## src/rtl/stmt_lowerer_call_arbiter.sv

```systemverilog
// Round-robin arbiter sharing one single-outstanding call channel among
// NUM_REQ requesters, with return routing, timeout abort and error count.
//
// Ports:
//   clk, rst      : clock, synchronous active-high reset
//   req_valid     : per-requester request strobe (held until accepted)
//   req_data      : packed arguments, requester i at [i*DATA_WIDTH +: DATA_WIDTH]
//   req_ready     : one-hot accept, combinational, only in IDLE
//   rsp_valid     : one-hot one-cycle return strobe to the granted requester
//   rsp_data      : return value (0 when no rsp_valid bit is set)
//   call_valid    : call presented to the sink
//   call_id       : granted requester index
//   call_data     : latched argument
//   call_ready    : sink accepts the call
//   ret_valid     : sink return strobe
//   ret_data      : sink return value
//   timeout_err   : one-cycle pulse coincident with an aborted response
//   err_count     : saturating abort count
module stmt_lowerer_call_arbiter #(
    parameter int NUM_REQ    = 4,
    parameter int DATA_WIDTH = 4,
    parameter int TIMEOUT    = 15
) (
    input  logic                          clk,
    input  logic                          rst,
    input  logic [NUM_REQ-1:0]            req_valid,
    input  logic [NUM_REQ*DATA_WIDTH-1:0] req_data,
    output logic [NUM_REQ-1:0]            req_ready,
    output logic [NUM_REQ-1:0]            rsp_valid,
    output logic [DATA_WIDTH-1:0]         rsp_data,
    output logic                          call_valid,
    output logic [$clog2(NUM_REQ)-1:0]    call_id,
    output logic [DATA_WIDTH-1:0]         call_data,
    input  logic                          call_ready,
    input  logic                          ret_valid,
    input  logic [DATA_WIDTH-1:0]         ret_data,
    output logic                          timeout_err,
    output logic [7:0]                    err_count
);

    localparam int ID_W = $clog2(NUM_REQ);
    localparam logic [7:0] T_LAST = 8'(TIMEOUT - 1);
    localparam logic [ID_W:0] N_EXT = (ID_W+1)'(NUM_REQ);
    localparam logic [ID_W-1:0] ID_MAX = ID_W'(NUM_REQ - 1);

    typedef enum logic [1:0] {
        IDLE,
        ISSUE,
        WAIT,
        RESPOND
    } state_t;

    state_t                state;
    logic [ID_W-1:0]       rr_ptr;
    logic [ID_W-1:0]       grant_id;
    logic [DATA_WIDTH-1:0] arg;
    logic [DATA_WIDTH-1:0] ret_val;
    logic [7:0]            timer;

    logic [2*NUM_REQ-1:0]  dbl;
    logic [NUM_REQ-1:0]    rot;
    logic [ID_W-1:0]       off;
    logic [ID_W:0]         sum;
    logic [ID_W-1:0]       pick;
    logic                  any;

    // Rotate the request vector so bit k is requester (rr_ptr+k) mod NUM_REQ,
    // then take the lowest set offset and map it back to an index.
    always_comb begin
        dbl = {req_valid, req_valid} >> rr_ptr;
        rot = dbl[NUM_REQ-1:0];
        off = '0;
        any = 1'b0;
        for (int k = NUM_REQ - 1; k >= 0; k--) begin
            if (rot[k]) begin
                off = ID_W'(k);
                any = 1'b1;
            end
        end
        sum = {1'b0, rr_ptr} + {1'b0, off};
        if (sum >= N_EXT) begin
            sum = sum - N_EXT;
        end
        pick = sum[ID_W-1:0];
    end

    assign req_ready  = (state == IDLE && any && !rst)
                      ? (NUM_REQ'(1) << pick) : '0;
    assign call_valid = (state == ISSUE);
    assign call_id    = call_valid ? grant_id : '0;
    assign call_data  = call_valid ? arg : '0;
    assign rsp_valid  = (state == RESPOND)
                      ? (NUM_REQ'(1) << grant_id) : '0;
    assign rsp_data   = (state == RESPOND) ? ret_val : '0;

    always_ff @(posedge clk) begin
        if (rst) begin
            state       <= IDLE;
            rr_ptr      <= '0;
            grant_id    <= '0;
            arg         <= '0;
            ret_val     <= '0;
            timer       <= '0;
            timeout_err <= 1'b0;
            err_count   <= '0;
        end else begin
            timeout_err <= 1'b0;
            unique case (state)
                IDLE: begin
                    if (any) begin
                        grant_id <= pick;
                        arg      <= req_data[pick*DATA_WIDTH +: DATA_WIDTH];
                        state    <= ISSUE;
                    end
                end
                ISSUE: begin
                    if (call_ready) begin
                        timer <= '0;
                        state <= WAIT;
                    end
                end
                WAIT: begin
                    // A return arriving in the expiry cycle takes priority.
                    if (ret_valid) begin
                        ret_val <= ret_data;
                        state   <= RESPOND;
                    end else if (timer == T_LAST) begin
                        ret_val     <= '0;
                        timeout_err <= 1'b1;
                        if (err_count != 8'hFF) begin
                            err_count <= err_count + 8'd1;
                        end
                        state <= RESPOND;
                    end else begin
                        timer <= timer + 8'd1;
                    end
                end
                RESPOND: begin
                    rr_ptr <= (grant_id == ID_MAX) ? '0 : grant_id + 1'b1;
                    state  <= IDLE;
                end
                default: state <= IDLE;
            endcase
        end
    end

endmodule
```

## config.mk

```make
export PLATFORM = sky130hd
export DESIGN_NAME = stmt_lowerer_call_arbiter
export DESIGN_NICKNAME = d
export VERILOG_FILES = /design/src/rtl/stmt_lowerer_call_arbiter.sv
export SDC_FILE = /design/constraint.sdc
export NUM_CORES = 1
export LEC_CHECK = 0
export ABC_AREA = 1
export CAP_MARGIN = 30
export CORE_MARGIN = 10
export CORE_UTILIZATION = 52
export DETAILED_ROUTE_END_ITERATION = 8
export PLACE_DENSITY_LB_ADDON = 0.15
export SLEW_MARGIN = 40
export SYNTH_ARGS = -nofsm -noshare
export SYNTH_HDL_FRONTEND = slang
export SYNTH_SLANG_ARGS = --single-unit
```

## constraint.sdc

```tcl
create_clock -name clk -period 6.4 [get_ports clk]
set_clock_uncertainty 0.1 [all_clocks]
set_input_delay 0.64 -clock clk [delete_from_list [all_inputs] [get_ports clk]]
set_output_delay 0.64 -clock clk [all_outputs]
set_load 0.1 [all_outputs]
```

==> run metrics <==
status=finished, final reports clean; post-DP HPWL=3.730 mm; via count of the first global-routing pass=1895; clk root buf=clkbuf_8; CTS Buf Count=5; Worst slew margin=0.6494; Buf/Inv on CP=3; # nets final=390; critical path's top delay family=buffers and inverters; crit path DAT=2.93 ns; cell row count=22; Tcrit/Tclk final=0.5729; Synth Cell Area=0.002047 sq mm; Tot Pwr=844.2 uW; die area=0.006846 sq mm; Most common cell on crit path=nand3_1; r2r setup slk=4.11 ns; WP depth=13; Resized cells post-CTS=0; I/O pin cnt=56; crit path cell chain=clkdlybuf4s50_1 -> nand2_1 -> nand3_1 -> nand2_2 -> nand3_1 -> a21boi_0 -> ha_1 -> xor2_1 -> inv_1 -> nand3_2 -> nand2_4 -> nor3_1 -> buf_2; Setup crit end=req_ready[0]; drt pass-1 iters=4; hold buffers post-CTS=0; synth top area cells=dfxtp_1, nand2_1, ha_1; Hold Crit Class=reg2reg; WL per Instance=12.32 um; Tmin final=3.667 ns; clock insertion delay at the later pin of the skew report=0.28 ns; GRT Util Overall=0.1520; Critical Path RT=5.66 ns; unique cell type count in the Yosys netlist=33; H-tree depth=2; largest net degree at the start of global routing=21; Max Freq=272.7 MHz; Yosys reg bits=31; R2R Path Start=rr_ptr[0]; core area=0.003744 sq mm; ANT nets after route=0; max cap viols=0; first-pass GRT wire length=8.383 mm; Sink Count=31; Clock Tree Buf Depth=2; Via density=5.000; Yosys top cell area share=0.3032; synthesis-to-layout area growth=24.94%; WHS Path Cells=1; postcts setup bufs=0; crit path launch type=input port; Max VDD drop=252.6 uV; Reg2Reg Depth=10; DRC viols=0; pwr/cell area=330.1 mW/mm^2; syn_area_per_cell=6.962 sq um; CP Launch Point=req_valid[1]; via count=1990; layout cell share with drive strength beyond 1=0.1829; initial antenna violation count=0; CTS tree=yes; Slew Viols, Final=0; area leader, netlist=dfxtp_1; kind of critical path=in2out; Leakage=0.001232 uW; RSZ-0062 raised after global routing=false; DRT iter0 DRCs=94; Crit. End Element=output port; setup total negative slack=0 ns; Final setup viols=0; Post-Syn Nets=335; Slowest Stage Delay on Critical Path=0.46 ns; yosys synthesis warning count=0; Die Y=82.74 um; antenna cells=0; CP max-delay cell=buf_2; worst slew pin tran=0.5259 ns; RePlAce Congestion=0.8320; Post-Synthesis Cells=294; remaining global-route overflow=0; Reg-to-Reg End=arg[0]; CTS clock-pin slew for the worst setup and hold paths=0.07 ns; post-synthesis sequential area ratio=0.3032; Initial Util=0.5468; Hold Fails Final Rpt=0; I/O Buffers=55; CP Max Fanout=7; width of the die=82.74 um; final WL=4.904 mm
==> cell usage in the layout, fill, tap and decap left out, types with 2 or more instances in the layout <==
cell type,instances
a21oi_1,23
buf_2,29
clkbuf_1,2
clkbuf_8,5
clkdlybuf4s50_1,26
dfxtp_1,31
ha_1,13
inv_1,35
inv_2,5
mux2i_1,8
nand2_1,70
nand2_2,6
nand2_4,2
nand3_1,22
nand3_2,2
nand4_1,4
nor2_1,22
nor2_2,4
nor2_4,2
nor3_1,6
nor3_2,5
o21ai_0,3
o21ai_1,7
xnor2_1,3
xor2_1,6
==> final cells by class <==
class                   instances  area (sq um)
multi-input cells             215          1234
fillers                       338          1186
flip-flops and latches         31         620.6
repair buffers                 55         405.4
inverters                      41         156.4
clock buffers                   7         76.32
well taps                      48         60.06
clock inverters                 1         5.005
==> sequential cells by signal, summed over array words and instances (netlist names) <==
name and count:
err_count 8, timer 8, arg 4, ret_val 4, grant_id 2, rr_ptr 2
state 2, timeout_err 1
==> layer usage <==
layer,vias to the layer above,part of all wire,track usage
li1,1052,-,-
met1,867,0.45,0.1935
met2,64,0.44,0.2346
met3,7,0.092,0.05616
met4,0,0.014,0.04348
met5,-,0,0
==> worst min-delay path by stage <==
stage / start / to / slack (ns)
2_1_floorplan: timer[0] / timer[0] / 0.33
3_3_place_gp: timer[0] / timer[0] / 0.35
3_5_place_dp: timer[0] / timer[0] / 0.36
4_1_cts: timer[0] / timer[0] / 0.37
5_1_grt: err_count[7] / err_count[7] / 0.40
6_report: timer[0] / timer[0] / 0.36
==> kinds of logic (layout without fill, tap and decap cells) <==
group | after synthesis | in the layout | share of synthesized area
AO/OA/AOI/OAI | 39 | 39 | 0.1064
XOR/XNOR | 9 | 9 | 0.03851
adder cells (fa/ha/maj) | 13 | 13 | 0.07946
buffers and inverters | 48 | 104 | 0.09413
flip-flops | 31 | 31 | 0.3032
multiplexers | 8 | 8 | 0.03912
AND/OR/NAND/NOR | 146 | 146 | 0.3392
==> report_power, final <==
group | leakage (uW) | switching, uW | internal, uW | total [uW]
clock | 0.0000422 | 71.2 | 76.2 | 147
sequential | 0.000252 | 26.2 | 222 | 249
combinational | 0.000938 | 326 | 122 | 448
==> synth_stat cells <==
| library cell | number |
|---|---|
| clkbuf_1 | 3 |
| xor2_1 | 6 |
| inv_4 | 1 |
| o21ai_0 | 3 |
| inv_2 | 5 |
| o21ai_1 | 7 |
| nand3_1 | 22 |
| o211a_1 | 1 |
| a21oi_1 | 23 |
| xnor2_1 | 3 |
| nor2_4 | 2 |
| nand2_2 | 6 |
| nor3_2 | 5 |
| o21ai_2 | 1 |
| nand4_1 | 4 |
| a31oi_1 | 1 |
| buf_2 | 2 |
| nor2_2 | 4 |
| o21bai_1 | 1 |
| nor2_1 | 22 |
| dfxtp_1 | 31 |
| a21boi_0 | 1 |
| nand2_4 | 2 |
| o31ai_2 | 1 |
| ha_1 | 13 |
| mux2i_1 | 8 |
| buf_1 | 1 |
| nand3_2 | 2 |
| or2_1 | 1 |
| nor3_1 | 6 |
| inv_1 | 35 |
| nand2_1 | 70 |
| buf_6 | 1 |
==> per-stage QoR <==
step | util | hold WS (ns) | std cells | cell area [sq um] | setup slack (ns)
2_1_floorplan | - | 0.3311 | 294 | 2047 | 1.854
3_3_place_gp | 0.7002 | 0.3455 | 390 | 2621 | 2.070
3_5_place_dp | 0.6628 | 0.3585 | 390 | 2481 | 2.737
4_1_cts | 0.6845 | 0.3671 | 398 | 2562 | 2.730
5_1_grt | 0.6832 | 0.4000 | 398 | 2557 | 2.452
6_report | 0.6832 | 0.3622 | 398 | 2557 | 2.733
Note: power is estimated with default switching activity, not from simulation.
